File: src/rtl/sat_ramp_pkg.sv
// ----------------------------------------------------------------------------
// sat_ramp_pkg
// Shared constants for the saturating/wrapping ramp counter.
//   MODE_SAT / MODE_WRAP : encoding of the wrap_mode input
//   DIR_UP   / DIR_DOWN  : encoding of the dir_down input
// ----------------------------------------------------------------------------
package sat_ramp_pkg;

    localparam logic MODE_SAT  = 1'b0;
    localparam logic MODE_WRAP = 1'b1;

    localparam logic DIR_UP    = 1'b0;
    localparam logic DIR_DOWN  = 1'b1;

endpackage

File: src/rtl/sat_ramp_next.sv
// ----------------------------------------------------------------------------
// sat_ramp_next
// Combinational next-count for one enabled step of the ramp counter.
// Ports:
//   count      in  WIDTH  current registered count
//   dir        in  1      DIR_UP / DIR_DOWN
//   mode       in  1      MODE_SAT / MODE_WRAP
//   next_count out WIDTH  count after one step of STEP
//   wrap_flag  out 1      this step crossed a bound in wrap mode
// ----------------------------------------------------------------------------
module sat_ramp_next
    import sat_ramp_pkg::*;
#(
    parameter int unsigned      WIDTH   = 2,
    parameter logic [WIDTH:0]   MAX_VAL = {1'b0, {WIDTH{1'b1}}},
    parameter logic [WIDTH:0]   STEP    = (WIDTH + 1)'(1)
) (
    input  logic [WIDTH-1:0] count,
    input  logic             dir,
    input  logic             mode,
    output logic [WIDTH-1:0] next_count,
    output logic             wrap_flag
);

    // One extra bit keeps count+STEP and count+MAX_VAL+1 from overflowing.
    logic [WIDTH:0] w_cnt_ext;
    logic [WIDTH:0] w_sum;
    logic [WIDTH:0] w_range;

    assign w_cnt_ext = {1'b0, count};
    assign w_sum     = w_cnt_ext + STEP;
    assign w_range   = MAX_VAL + (WIDTH + 1)'(1);

    always_comb begin
        next_count = count;
        wrap_flag  = 1'b0;
        if (dir == DIR_UP) begin
            if (w_sum > MAX_VAL) begin
                if (mode == MODE_WRAP) begin
                    next_count = WIDTH'(w_sum - w_range);
                    wrap_flag  = 1'b1;
                end else begin
                    next_count = MAX_VAL[WIDTH-1:0];
                end
            end else begin
                next_count = WIDTH'(w_sum);
            end
        end else begin
            if (w_cnt_ext < STEP) begin
                if (mode == MODE_WRAP) begin
                    next_count = WIDTH'(w_cnt_ext + w_range - STEP);
                    wrap_flag  = 1'b1;
                end else begin
                    next_count = '0;
                end
            end else begin
                next_count = WIDTH'(w_cnt_ext - STEP);
            end
        end
    end

endmodule

File: src/rtl/sat_ramp_counter.sv
// ----------------------------------------------------------------------------
// sat_ramp_counter
// Up/down counter over 0..MAX_VAL stepping by STEP, saturating or wrapping,
// with synchronous load and registered status pulses.
// Ports:
//   clk         in  1      rising-edge clock
//   reset       in  1      asynchronous active-low reset
//   en          in  1      take one step this cycle
//   dir_down    in  1      0 = up, 1 = down
//   wrap_mode   in  1      0 = saturate, 1 = wrap
//   load        in  1      load min(load_val, MAX_VAL); beats en
//   load_val    in  WIDTH  value to load
//   clr_sticky  in  1      clear sticky_max
//   count       out WIDTH  registered count
//   at_max      out 1      count == MAX_VAL
//   at_min      out 1      count == 0
//   max_pulse   out 1      first cycle count equals MAX_VAL
//   wrap_pulse  out 1      cycle after a wrapping step
//   sticky_max  out 1      set while at_max, held until clr_sticky
// ----------------------------------------------------------------------------
module sat_ramp_counter
    import sat_ramp_pkg::*;
#(
    parameter int unsigned      WIDTH   = 2,
    parameter logic [WIDTH:0]   MAX_VAL = {1'b0, {WIDTH{1'b1}}},
    parameter logic [WIDTH:0]   STEP    = (WIDTH + 1)'(1)
) (
    input  logic             clk,
    input  logic             reset,
    input  logic             en,
    input  logic             dir_down,
    input  logic             wrap_mode,
    input  logic             load,
    input  logic [WIDTH-1:0] load_val,
    input  logic             clr_sticky,
    output logic [WIDTH-1:0] count,
    output logic             at_max,
    output logic             at_min,
    output logic             max_pulse,
    output logic             wrap_pulse,
    output logic             sticky_max
);

    logic [WIDTH-1:0] r_count;
    logic             r_max_pulse;
    logic             r_wrap_pulse;
    logic             r_sticky;

    logic [WIDTH-1:0] w_step_next;
    logic             w_step_wrap;
    logic [WIDTH-1:0] w_load_clamped;
    logic [WIDTH-1:0] w_count_d;
    logic             w_wrap_d;
    logic             w_at_max;
    logic             w_max_pulse_d;
    logic             w_sticky_d;

    sat_ramp_next #(
        .WIDTH   (WIDTH),
        .MAX_VAL (MAX_VAL),
        .STEP    (STEP)
    ) u_next (
        .count      (r_count),
        .dir        (dir_down),
        .mode       (wrap_mode),
        .next_count (w_step_next),
        .wrap_flag  (w_step_wrap)
    );

    assign w_load_clamped = ({1'b0, load_val} > MAX_VAL) ? MAX_VAL[WIDTH-1:0] : load_val;

    always_comb begin
        w_count_d = r_count;
        w_wrap_d  = 1'b0;
        if (load) begin
            w_count_d = w_load_clamped;
        end else if (en) begin
            w_count_d = w_step_next;
            w_wrap_d  = w_step_wrap;
        end
    end

    assign w_at_max      = ({1'b0, r_count} == MAX_VAL);
    // Pulse only on entry into MAX_VAL, never while holding there.
    assign w_max_pulse_d = ({1'b0, w_count_d} == MAX_VAL) && !w_at_max;
    // Set has priority over clear.
    assign w_sticky_d    = w_at_max | (r_sticky & ~clr_sticky);

    always_ff @(posedge clk or negedge reset) begin
        if (!reset) begin
            r_count      <= '0;
            r_max_pulse  <= 1'b0;
            r_wrap_pulse <= 1'b0;
            r_sticky     <= 1'b0;
        end else begin
            r_count      <= w_count_d;
            r_max_pulse  <= w_max_pulse_d;
            r_wrap_pulse <= w_wrap_d;
            r_sticky     <= w_sticky_d;
        end
    end

    assign count      = r_count;
    assign at_max     = w_at_max;
    assign at_min     = (r_count == '0);
    assign max_pulse  = r_max_pulse;
    assign wrap_pulse = r_wrap_pulse;
    assign sticky_max = r_sticky;

endmodule
File: config.mk
export PLATFORM = sky130hd
export DESIGN_NAME = sat_ramp_counter
export DESIGN_NICKNAME = d
export VERILOG_FILES = /design/src/rtl/sat_ramp_pkg.sv /design/src/rtl/sat_ramp_next.sv /design/src/rtl/sat_ramp_counter.sv
export SDC_FILE = /design/constraint.sdc
export NUM_CORES = 1
export LEC_CHECK = 0
export BUFFER_PORTS_ARGS = -buffer_cell sky130_fd_sc_hd__buf_2
export CAP_MARGIN = 10
export CELL_PAD_IN_SITES_DETAIL_PLACEMENT = 2
export CELL_PAD_IN_SITES_GLOBAL_PLACEMENT = 2
export CORE_MARGIN = 2
export CORE_UTILIZATION = 25
export DETAILED_ROUTE_END_ITERATION = 16
export PLACE_DENSITY = 0.8
export SYNTH_ARGS = -nofsm -noshare
export SYNTH_HDL_FRONTEND = slang
export SYNTH_SLANG_ARGS = --single-unit
File: constraint.sdc
create_clock -name clk -period 3.17 [get_ports clk]
set_clock_uncertainty 0.15 [all_clocks]
set_input_delay 0.634 -clock clk [delete_from_list [all_inputs] [get_ports clk]]
set_output_delay 0.634 -clock clk [all_outputs]
set_load 0.02 [all_outputs]
==> tab_implementation.tex, run 1 <==
\begin{tabular}{lr}
\hline
Metric & Value \\
\hline
\multicolumn{2}{l}{\textbf{Status}} \\
Status & complete, no violations \\
\multicolumn{2}{l}{\textbf{Setup path}} \\
Critical path depth in cells & 3 \\
Crit path arrival time & 1150 ps \\
Cell breakdown of the critical path & inv\_1, ha\_1, buf\_2 \\
Data required time at the worst endpoint & 2390 ps \\
Worst R2R End & max\_pulse \\
Minimum setup slack among reg-to-reg paths & 1320 ps \\
R2R Path Start & count[0] \\
Worst setup path startpoint & count[0] \\
Top fanout value on the critical path & 7 \\
Worst path bufs/invs & 2 \\
Startpoint type of the worst setup path & flop \\
Family of cells with the greatest summed delay on the critical path & flip-flops \\
End of the critical path & at\_min \\
Library cell contributing the largest single delay on the critical path & dfrtp\_1 \\
Slowest stage delay, CP & 450 ps \\
Category of the worst setup path capture point & output port \\
Worst reg-to-reg path cell count & 6 \\
Type of the worst setup path & flop to output port \\
\multicolumn{2}{l}{\textbf{Timing}} \\
Post-Route Hold Slack & 45.8 ps \\
Min cycle time layout & 1940 ps \\
Setup TNS Final & 0 ps \\
Highest achievable clock rate & 516 MHz \\
Final hold vios & 0 \\
Remaining max-slew budget at the tightest pin & 0.720 \\
Final slew viol count & 0 \\
Pin slew with the least headroom to its limit & 419 ps \\
RSZ-0062 raised after global routing & no \\
Final number of setup-violating endpoints & 0 \\
Final worst-path cycle share & 0.611 \\
\multicolumn{2}{l}{\textbf{CTS}} \\
Clock slew at the register clock pins of the worst setup and hold paths & 50 ps \\
Count of clock tree sinks & 5 \\
Number of instances resized during post-cts repair & 0 \\
Number of H-tree branching levels & 1 \\
Maximum root-to-sink buffer count & 2 \\
Clock tree from TritonCTS & yes \\
Root Buffer Master & clkbuf\_4 \\
Cts hold-fix bufs & 0 \\
Total CTS buffers & 3 \\
Post-CTS setup buffer count & 0 \\
Clk Latency, worst-skew pair & 250 ps \\
\multicolumn{2}{l}{\textbf{Pwr}} \\
Cell internal pwr & 0.144 mW \\
Net Switching & 0.0742 mW \\
Worst voltage drop across the vdd grid & 0.000176 V \\
Sw Share & 0.341 \\
Fraction of power consumed by sequential logic & 0.355 \\
Leakage & 0.254 nW \\
Share of total power in combinational logic & 0.284 \\
Ratio of total power to cell area & 487 nW/µm² \\
Part of the total power dissipated in the clock network & 0.361 \\
\multicolumn{2}{l}{\textbf{GRT}} \\
Initial antenna violation count & 0 \\
Pin count of the biggest net entering global routing & 8 \\
Global routing usage summed across all routing layers & 0.137 \\
Overflow left after global routing & 0 \\
Vias in the first global route & 282 \\
First-pass GRT wire length & 1300 µm \\
\multicolumn{2}{l}{\textbf{Placement}} \\
Weighted congestion reported at the end of routability-driven placement & 0.819 \\
\# port buffers & 15 \\
Post-DP HPWL & 745 µm \\
\multicolumn{2}{l}{\textbf{Route}} \\
Avg WL per Cell & 13.2 µm \\
Residual DRC count & 0 \\
Antenna-violating nets left & 0 \\
Avg Vias per Cell & 4.62 \\
Overall via count from detail\_route & 305 \\
Number of optimization iterations in the first detailed-route pass & 2 \\
Sum of routed wire length over all layers & 870 µm \\
DR iter-0 viols & 3 \\
\multicolumn{2}{l}{\textbf{Logic synthesis}} \\
Largest area contributor in the netlist & dfrtp\_1 \\
Register area share after synthesis & 0.382 \\
Ys async rst share & 1.00 \\
Dominant cell by count in the synthesized netlist & dfrtp\_1 \\
Cell types with the highest counts after synthesis & dfrtp\_1 (5), ha\_1 (4), inv\_1 (4) \\
Synth Flop Type & dfrtp\_1 \\
Cell count after synthesis & 32 \\
Count of yosys warnings during synthesis & 0 \\
Net count after synthesis & 45 \\
Share of Yosys cell area claimed by the top area cell type & 0.382 \\
Post-synthesis instance area & 328 µm² \\
Dominant cells by area after synthesis & dfrtp\_1 (38\%), ha\_1 (15\%), o41ai\_2 (5.0\%) \\
Synth Area per Inst & 10.2 µm² \\
Number of flip-flops and latches in the synthesized netlist & 5 \\
Netlist cell types & 18 \\
Number of flops mapped to enable cells by yosys & 0 \\
\multicolumn{2}{l}{\textbf{Layout}} \\
Fraction of layout instances using a drive strength above 1 & 0.431 \\
Number of nets in the final layout & 65 \\
Final core area utilization & 0.353 \\
Antenna Cells & 0 \\
Synth-to-layout area growth & 36.6\% \\
Number of fillers in the final layout & 154 \\
\multicolumn{2}{l}{\textbf{Die}} \\
I/O Pins & 16 \\
FP Rows & 13 \\
Starting Density & 0.258 \\
Area enclosed by the die boundary & 1620 µm² \\
Height of the chip & 40.2 µm \\
Placeable core region & 1270 µm² \\
Horizontal die dimension & 40.2 µm \\
\multicolumn{2}{l}{\textbf{Hold path}} \\
Hold/Removal Path Class & input pin to async pin \\
\multicolumn{2}{l}{\textbf{Run}} \\
Max-cap viol count & 0 \\
\hline
\end{tabular}
-- flip-flops by register name (all words and copies together) (netlist names) --
register,count
max_pulse,1
sticky_max,1
wrap_pulse,1
count,2
-- stage by stage --
step	setup WS [ps]	power (mW)	instance area, µm²	std cells
3_5_place_dp	1140	0.141	422	62
3_3_place_gp	1270	0.140	422	62
2_1_floorplan	1370	0.117	328	32
5_1_grt	1120	0.234	448	66
4_1_cts	1210	0.223	448	66
6_report	1230	0.218	448	66
-- placed cells by master (no fill, tap or decap), types with 3 or more instances in the layout --
cell	count
buf_2	15
dfrtp_1	5
inv_1	4
ha_1	4
nor2_1	3
nand2_1	3
clkbuf_4	3
-- logic make-up after synthesis --
kind of cell / Yosys count / synth area share
AOI/OAI and AO/OA: 7 / 0.183
adders and majority gates: 4 / 0.153
buffers and inverters: 4 / 0.0458
DFF: 5 / 0.382
and+or+nand+nor: 12 / 0.237
-- power by group through the flow --
stage / clock [mW] / combinational (mW) / sequential [mW]
after floorplan: 0 / 0.0312 / 0.0857
after global placement: 0 / 0.0613 / 0.0783
after detailed placement: 0 / 0.0627 / 0.0788
after CTS: 0.0816 / 0.0633 / 0.0778
after global routing: 0.0859 / 0.0692 / 0.0786
final: 0.0788 / 0.0619 / 0.0774
-- how the worst min path moves through the flow --
stage	start	to	slack, ps	cells after the start
final	reset	wrap_pulse	50	1
after global routing	reset	sticky_max	50	1
after CTS	reset	wrap_pulse	50	1
after detailed placement	sticky_max	sticky_max	310	1
after global placement	reset	sticky_max	300	1
after floorplan	reset	count[0]	190	0
-- final cells by class --
class | count | area [µm²] | share of cell area
clock buffers | 4 | 26.3 | 0.0587
inverters | 4 | 15.0 | 0.0335
multi-input cells | 23 | 188 | 0.419
flip-flops and latches | 5 | 125 | 0.279
well taps | 15 | 18.8 | 0.0419
repair buffers | 15 | 75.1 | 0.168
-- layer usage --
layer  track usage  vias to the layer above  wire, µm
met5             0                        -         0
met4         0.100                        0        18
met3        0.0500                        3        30
met2         0.194                        8       449
met1         0.167                      146       372
li1              -                      148         -
No activity file was read; power rests on OpenSTA's default activity.
==> run 2, diff against run 1 <==
--- a/config.mk
+++ b/config.mk
@@ -10,9 +10,9 @@
 export CELL_PAD_IN_SITES_DETAIL_PLACEMENT = 2
 export CELL_PAD_IN_SITES_GLOBAL_PLACEMENT = 2
 export CORE_MARGIN = 2
-export CORE_UTILIZATION = 25
+export CORE_UTILIZATION = 23
 export DETAILED_ROUTE_END_ITERATION = 16
-export PLACE_DENSITY = 0.8
+export PLACE_DENSITY = 0.75
 export SYNTH_ARGS = -nofsm -noshare
 export SYNTH_HDL_FRONTEND = slang
 export SYNTH_SLANG_ARGS = --single-unit
==> constraint.sdc (replaced) <==
create_clock -name clk -period 1.9 [get_ports clk]
set_clock_uncertainty 0.15 [all_clocks]
set_input_delay 0.38 -clock clk [delete_from_list [all_inputs] [get_ports clk]]
set_output_delay 0.38 -clock clk [all_outputs]
set_load 0.02 [all_outputs]
==> run 2 against run 1 <==
Effect of this change: register-to-register slack worse by 1200 ps; clock power rose by 55%; non-clock buffer count rose by 4; design area is 9.8% higher; critical path type is now flop to flop.
==> tab_implementation.tex, run 2 (synthesis results as in run 1) <==
\begin{tabular}{lr}
\hline
Metric & Value \\
\hline
\multicolumn{2}{l}{\textbf{Layout}} \\
Number of nets in the final layout & 69 (was 65) \\
Fraction of layout instances using a drive strength above 1 & 0.455 (was 0.431) \\
Multi-input gate area in the final layout & 199 µm² (was 188 µm²) \\
Antenna Cells & 0 (unchanged) \\
Commonest cells after routing, fill and taps aside & buf\_2 (15), dfrtp\_1 (5), inv\_1 (4), ha\_1 (4) (unchanged) \\
Count of non-filler cells in the finished layout & 70 (was 66) \\
Number of fillers in the final layout & 157 (was 154) \\
Final core area utilization & 0.373 (was 0.353) \\
Synth-to-layout area growth & 50.0\% (was 36.6\%) \\
Sequential cell area & 125 µm² (unchanged) \\
Number of flip-flops under the largest register name & 2 (unchanged) \\
Fin area & 492 µm² (was 448 µm²) \\
Commonest non-fill, non-tap cell in the layout & buf\_2 (unchanged) \\
\multicolumn{2}{l}{\textbf{Route}} \\
Number of optimization iterations in the first detailed-route pass & 1 (was 2) \\
DR iter-0 viols & 0 (was 3) \\
Overall via count from detail\_route & 307 (was 305) \\
Antenna-violating nets left & 0 (unchanged) \\
Sum of routed wire length over all layers & 900 µm (was 870 µm) \\
Avg WL per Cell & 12.9 µm (was 13.2 µm) \\
Avg Vias per Cell & 4.39 (was 4.62) \\
Residual DRC count & 0 (unchanged) \\
\multicolumn{2}{l}{\textbf{CTS}} \\
Maximum root-to-sink buffer count & 2 (unchanged) \\
Root Buffer Master & clkbuf\_4 (unchanged) \\
Count of clock tree sinks & 5 (unchanged) \\
Clock slew at the register clock pins of the worst setup and hold paths & 50 ps (about the same) \\
Clk Latency, worst-skew pair & 240 ps (was 250 ps) \\
Total CTS buffers & 3 (unchanged) \\
Number of H-tree branching levels & 1 (unchanged) \\
Clock tree from TritonCTS & yes (unchanged) \\
Post-CTS setup buffer count & 0 (unchanged) \\
\multicolumn{2}{l}{\textbf{Setup path}} \\
Slowest stage delay, CP & 390 ps (was 450 ps) \\
Top fanout value on the critical path & 4 (was 7) \\
Worst path bufs/invs & 0 (was 2) \\
Startpoint type of the worst setup path & flop (unchanged) \\
Worst setup path startpoint & count[1] (was count[0]) \\
Data required time at the worst endpoint & 1890 ps (was 2390 ps) \\
Cell breakdown of the critical path & ha\_1, nand2b\_4, o211a\_1, o41ai\_4, nor4b\_2 (was inv\_1, ha\_1, buf\_2) \\
R2R Path Start & count[1] (was count[0]) \\
Type of the worst setup path & flop to flop (was flop to output port) \\
Crit path arrival time & 1760 ps (was 1150 ps) \\
Family of cells with the greatest summed delay on the critical path & compound AO/OA/AOI/OAI gates (was flip-flops) \\
Category of the worst setup path capture point & flop (was output port) \\
Library cell contributing the largest single delay on the critical path & dfrtp\_1 (unchanged) \\
\multicolumn{2}{l}{\textbf{Hold path}} \\
Hold/Removal Path Class & input pin to flop (was input pin to async pin) \\
Hold path startpoint & load\_val[1] \\
\multicolumn{2}{l}{\textbf{Timing}} \\
Remaining max-slew budget at the tightest pin & 0.753 (was 0.720) \\
Setup TNS Final & 0 ps (unchanged) \\
Final hold vios & 0 (unchanged) \\
Pin slew with the least headroom to its limit & 368 ps (was 419 ps) \\
Final slew viol count & 0 (unchanged) \\
Highest achievable clock rate & 566 MHz \\
Final number of setup-violating endpoints & 0 (unchanged) \\
Final worst-path cycle share & 0.931 \\
RSZ-0062 raised after global routing & no (unchanged) \\
Min cycle time layout & 1770 ps \\
\multicolumn{2}{l}{\textbf{Die}} \\
Placeable core region & 1320 µm² (was 1270 µm²) \\
Area enclosed by the die boundary & 1740 µm² (was 1620 µm²) \\
FP Rows & 13 (unchanged) \\
I/O Pins & 16 (unchanged) \\
Horizontal die dimension & 41.8 µm (was 40.2 µm) \\
Starting Density & 0.249 (was 0.258) \\
Height of the chip & 41.8 µm (was 40.2 µm) \\
\multicolumn{2}{l}{\textbf{GRT}} \\
Pin count of the biggest net entering global routing & 6 (was 8) \\
Initial antenna violation count & 0 (unchanged) \\
First-pass GRT wire length & 1560 µm (was 1300 µm) \\
Global routing usage summed across all routing layers & 0.120 (was 0.137) \\
Overflow left after global routing & 0 (unchanged) \\
Vias in the first global route & 350 (was 282) \\
\multicolumn{2}{l}{\textbf{Pwr}} \\
Leakage & 0.275 nW (was 0.254 nW) \\
Design Power & 0.373 mW (was 0.218 mW) \\
Worst voltage drop across the vdd grid & 0.000348 V (was 0.000176 V) \\
Ratio of total power to cell area & 759 nW/µm² (was 487 nW/µm²) \\
\multicolumn{2}{l}{\textbf{Status}} \\
Status & complete, no violations (unchanged) \\
\multicolumn{2}{l}{\textbf{Run}} \\
Max-cap viol count & 0 (unchanged) \\
\multicolumn{2}{l}{\textbf{Placement}} \\
Post-DP HPWL & 732 µm (was 745 µm) \\
Placed cell area & 444 µm² (was 422 µm²) \\
Weighted congestion reported at the end of routability-driven placement & 0.770 (was 0.819) \\
Number of cells in the design after placement & 65 (was 62) \\
\# port buffers & 15 (unchanged) \\
\hline
\end{tabular}
==> run 2: metal layers <==
| metal | routed length, µm | global-route usage |
|---|---|---|
| met1 | 381 | 0.146 |
| met2 | 479 | 0.184 |
| met3 | 39 | 0.0478 |
| met4 | 0 | 0.0516 |
| met5 | 0 | 0 |
==> run 2: worst register-to-register path, stage by stage (launching register included) <==
cell and delay (ps):
dfrtp_1 390, ha_1 240, nand2b_4 70, o211a_1 230
o41ai_4 360, nor4b_2 240
==> run 2: final cells by class <==
type,count,area share
inverters,4,0.0305
well taps,15,0.0382
clock buffers,4,0.0534
repair buffers,19,0.219
flip-flops and latches,5,0.254
multi-input cells,23,0.405
==> run 2: what timing repair did <==
item / CTS / global route
endpoints found under the setup margin: 0 / 1
resized for setup: 0 / 2
hold buffers: 1 / 0
hold endpoints to repair: 5 / 0
==> run 2: final timing paths <==
path	to	slack (ps)	cells past startpoint
worst min-delay path	count[1]	240	3
worst max register to register	max_pulse	130	5
worst min register to register	sticky_max	330	1
max in group asynchronous	max_pulse	1130	2
min in group asynchronous	sticky_max	340	2
worst max-delay path	max_pulse	130	5
==> run 2: per-stage QoR <==
| stage | hold WS [ps] | setup slack [ps] |
|---|---|---|
| floorplan | -65.6 | 100 |
| global placement | 46.9 | 137 |
| detailed placement | 48.0 | 115 |
| CTS | 213 | 93.1 |
| global route | 231 | 16.2 |
| finish | 239 | 132 |
==> run 2: where the power goes <==
group / internal [mW] / switching, mW / leakage [nW]
sequential: 0.118 / 0.00772 / 0.0624
clock: 0.0794 / 0.0425 / 0.0150
combinational: 0.0547 / 0.0708 / 0.197
==> run 3, diff against run 2 <==
--- a/config.mk
+++ b/config.mk
@@ -10,9 +10,9 @@
 export CELL_PAD_IN_SITES_DETAIL_PLACEMENT = 2
 export CELL_PAD_IN_SITES_GLOBAL_PLACEMENT = 2
 export CORE_MARGIN = 2
-export CORE_UTILIZATION = 23
+export CORE_UTILIZATION = 25
 export DETAILED_ROUTE_END_ITERATION = 16
-export PLACE_DENSITY = 0.75
+export PLACE_DENSITY = 0.8
 export SYNTH_ARGS = -nofsm -noshare
 export SYNTH_HDL_FRONTEND = slang
 export SYNTH_SLANG_ARGS = --single-unit
==> constraint.sdc (replaced) <==
create_clock -name clk -period 2.2 [get_ports clk]
set_clock_uncertainty 0.15 [all_clocks]
set_input_delay 0.44 -clock clk [delete_from_list [all_inputs] [get_ports clk]]
set_output_delay 0.44 -clock clk [all_outputs]
set_load 0.02 [all_outputs]
==> run 3 against run 2 <==
Effect of this change: global-route usage fell by 0.25 points; count of clock-buffer cells in the layout did not move; worst setup slack improved by 250 ps; sequential share of layout area rose by 1.9 points; register-to-register slack improved by 250 ps; largest power group unchanged; design area fell by 6.9%; worst hold slack improved by 39 ps; sequential power fell by 12%; utilization fell by 1.2 points.
==> tab_implementation.tex, run 3 (synthesis results as in run 1) <==
\begin{tabular}{lr}
\hline
Metric & Value \\
\hline
\multicolumn{2}{l}{\textbf{Status}} \\
Status & complete, no violations (unchanged) \\
\multicolumn{2}{l}{\textbf{GRT}} \\
Vias in the first global route & 297 (was 350) \\
Pin count of the biggest net entering global routing & 8 (was 6) \\
Overflow left after global routing & 0 (unchanged) \\
Global routing usage summed across all routing layers & 0.117 (was 0.120) \\
Initial antenna violation count & 0 (unchanged) \\
First-pass GRT wire length & 1240 µm (was 1560 µm) \\
\multicolumn{2}{l}{\textbf{CTS}} \\
Total CTS buffers & 3 (unchanged) \\
Maximum root-to-sink buffer count & 2 (unchanged) \\
Count of clock tree sinks & 5 (unchanged) \\
Root Buffer Master & clkbuf\_4 (unchanged) \\
Post-CTS setup buffer count & 0 (unchanged) \\
Clock slew at the register clock pins of the worst setup and hold paths & 40 ps (was 50 ps) \\
Number of H-tree branching levels & 1 (unchanged) \\
Clk Latency, worst-skew pair & 230 ps (was 240 ps) \\
Cts hold-fix bufs & 1 (unchanged) \\
Number of instances resized during post-cts repair & 0 (unchanged) \\
Clock tree from TritonCTS & yes (unchanged) \\
\multicolumn{2}{l}{\textbf{Route}} \\
Avg Vias per Cell & 4.43 (was 4.39) \\
Number of optimization iterations in the first detailed-route pass & 1 (unchanged) \\
Antenna-violating nets left & 0 (unchanged) \\
Sum of routed wire length over all layers & 744 µm (was 900 µm) \\
Avg WL per Cell & 11.1 µm (was 12.9 µm) \\
Residual DRC count & 0 (unchanged) \\
DR iter-0 viols & 0 (unchanged) \\
Overall via count from detail\_route & 297 (was 307) \\
\multicolumn{2}{l}{\textbf{Die}} \\
Horizontal die dimension & 40.2 µm (was 41.8 µm) \\
Height of the chip & 40.2 µm (was 41.8 µm) \\
Area enclosed by the die boundary & 1620 µm² (was 1740 µm²) \\
Placeable core region & 1270 µm² (was 1320 µm²) \\
FP Rows & 13 (unchanged) \\
I/O Pins & 16 (unchanged) \\
Starting Density & 0.258 (was 0.249) \\
\multicolumn{2}{l}{\textbf{Setup path}} \\
Data required time at the worst endpoint & 2190 ps (was 1890 ps) \\
Category of the worst setup path capture point & flop (unchanged) \\
Top fanout value on the critical path & 7 (was 4) \\
Worst reg-to-reg path cell count & 5 (unchanged) \\
Crit path arrival time & 1820 ps (was 1760 ps) \\
Startpoint type of the worst setup path & flop (unchanged) \\
Type of the worst setup path & flop to flop (unchanged) \\
\multicolumn{2}{l}{\textbf{Layout}} \\
Antenna Cells & 0 (unchanged) \\
Fraction of layout instances using a drive strength above 1 & 0.423 (was 0.455) \\
Commonest non-fill, non-tap cell in the layout & buf\_2 (unchanged) \\
Commonest cells after routing, fill and taps aside & buf\_2 (15), dfrtp\_1 (5), inv\_1 (4), ha\_1 (4) (unchanged) \\
Number of flip-flops under the largest register name & 2 (unchanged) \\
Number of nets in the final layout & 66 (was 69) \\
Synth-to-layout area growth & 39.7\% (was 50.0\%) \\
Fin area & 458 µm² (was 492 µm²) \\
\multicolumn{2}{l}{\textbf{Placement}} \\
\# port buffers & 15 (unchanged) \\
Placed cell area & 422 µm² (was 444 µm²) \\
Weighted congestion reported at the end of routability-driven placement & 0.758 (was 0.770) \\
Post-DP HPWL & 616 µm (was 732 µm) \\
Dpl ws & 365 ps (was 115 ps) \\
\multicolumn{2}{l}{\textbf{Pwr}} \\
Worst voltage drop across the vdd grid & 0.000361 V (was 0.000348 V) \\
Design Power & 0.303 mW (was 0.373 mW) \\
Ratio of total power to cell area & 663 nW/µm² (was 759 nW/µm²) \\
Leakage & 0.258 nW (was 0.275 nW) \\
\multicolumn{2}{l}{\textbf{Hold path}} \\
Count of cells along the worst hold path & 3 (unchanged) \\
Hold/Removal Path Class & input pin to flop (unchanged) \\
\multicolumn{2}{l}{\textbf{Timing}} \\
Setup TNS Final & 0 ps (unchanged) \\
RSZ-0062 raised after global routing & no (unchanged) \\
Fin worst setup slack & 377 ps (was 132 ps) \\
Min cycle time layout & 1820 ps (was 1770 ps) \\
Final number of setup-violating endpoints & 0 (unchanged) \\
Pin slew with the least headroom to its limit & 404 ps (was 368 ps) \\
Final hold vios & 0 (unchanged) \\
Post-Route Hold Slack & 278 ps (was 239 ps) \\
Final worst-path cycle share & 0.829 (was 0.931) \\
Remaining max-slew budget at the tightest pin & 0.731 (was 0.753) \\
Highest achievable clock rate & 549 MHz (was 566 MHz) \\
Final slew viol count & 0 (unchanged) \\
\multicolumn{2}{l}{\textbf{Run}} \\
Max-cap viol count & 0 (unchanged) \\
\hline
\end{tabular}
run 3: cell types whose count changed in the layout (fill, tap and decap cells not counted):
cell     before  now
o21ai_1       1    0
o41ai_4       1    0
buf_4         3    0
o21ai_0       0    1
o41ai_2       0    1
run 3: final timing paths:
check	slack, ps	from	to
setup / recovery	380	count[0]	max_pulse
hold / removal	280	load_val[0]	count[0]
setup reg to reg	380	count[0]	max_pulse
hold reg to reg	330	sticky_max	sticky_max
max in group asynchronous	1350	reset	max_pulse
min in group asynchronous	420	reset	sticky_max
run 3: worst max-delay path: stages, from the launching register on:
cell and delay, ps:
dfrtp_1 450, ha_1 260, nand2b_4 60, o211a_1 210
o41ai_2 350, nor4b_2 240
run 3: cell type report:
type / count / area [µm²]
clock buffer: 4 / 26.3
fill: 148 / 811
inverter: 4 / 15.0
multi-input combinational: 23 / 188
sequential: 5 / 125
tap: 15 / 18.8
timing repair buffer: 16 / 85.1
run 3: report_power, final:
part	internal [mW]	total, mW	switching, mW
Sequential	0.102	0.111	0.00941
Combinational	0.0374	0.0894	0.0520
Clock	0.0683	0.103	0.0342
Total	0.208	0.303	0.0956
run 3: routing by layer:
metal / share of wire / global-route usage / wire length, µm / up-vias
met5: 0 / 0 / 0 / -
met4: 0 / 0.0250 / 0 / 0
met3: 0.028 / 0.0500 / 21 / 0
met2: 0.55 / 0.202 / 409 / 5
met1: 0.42 / 0.134 / 313 / 143
li1: - / - / - / 149
run 3: metrics by stage:
stage | cells | utilization
detailed placement | 62 | 0.332
global route | 67 | 0.361
finish | 67 | 0.361
floorplan | 32 | -
global placement | 62 | 0.332
CTS | 67 | 0.361
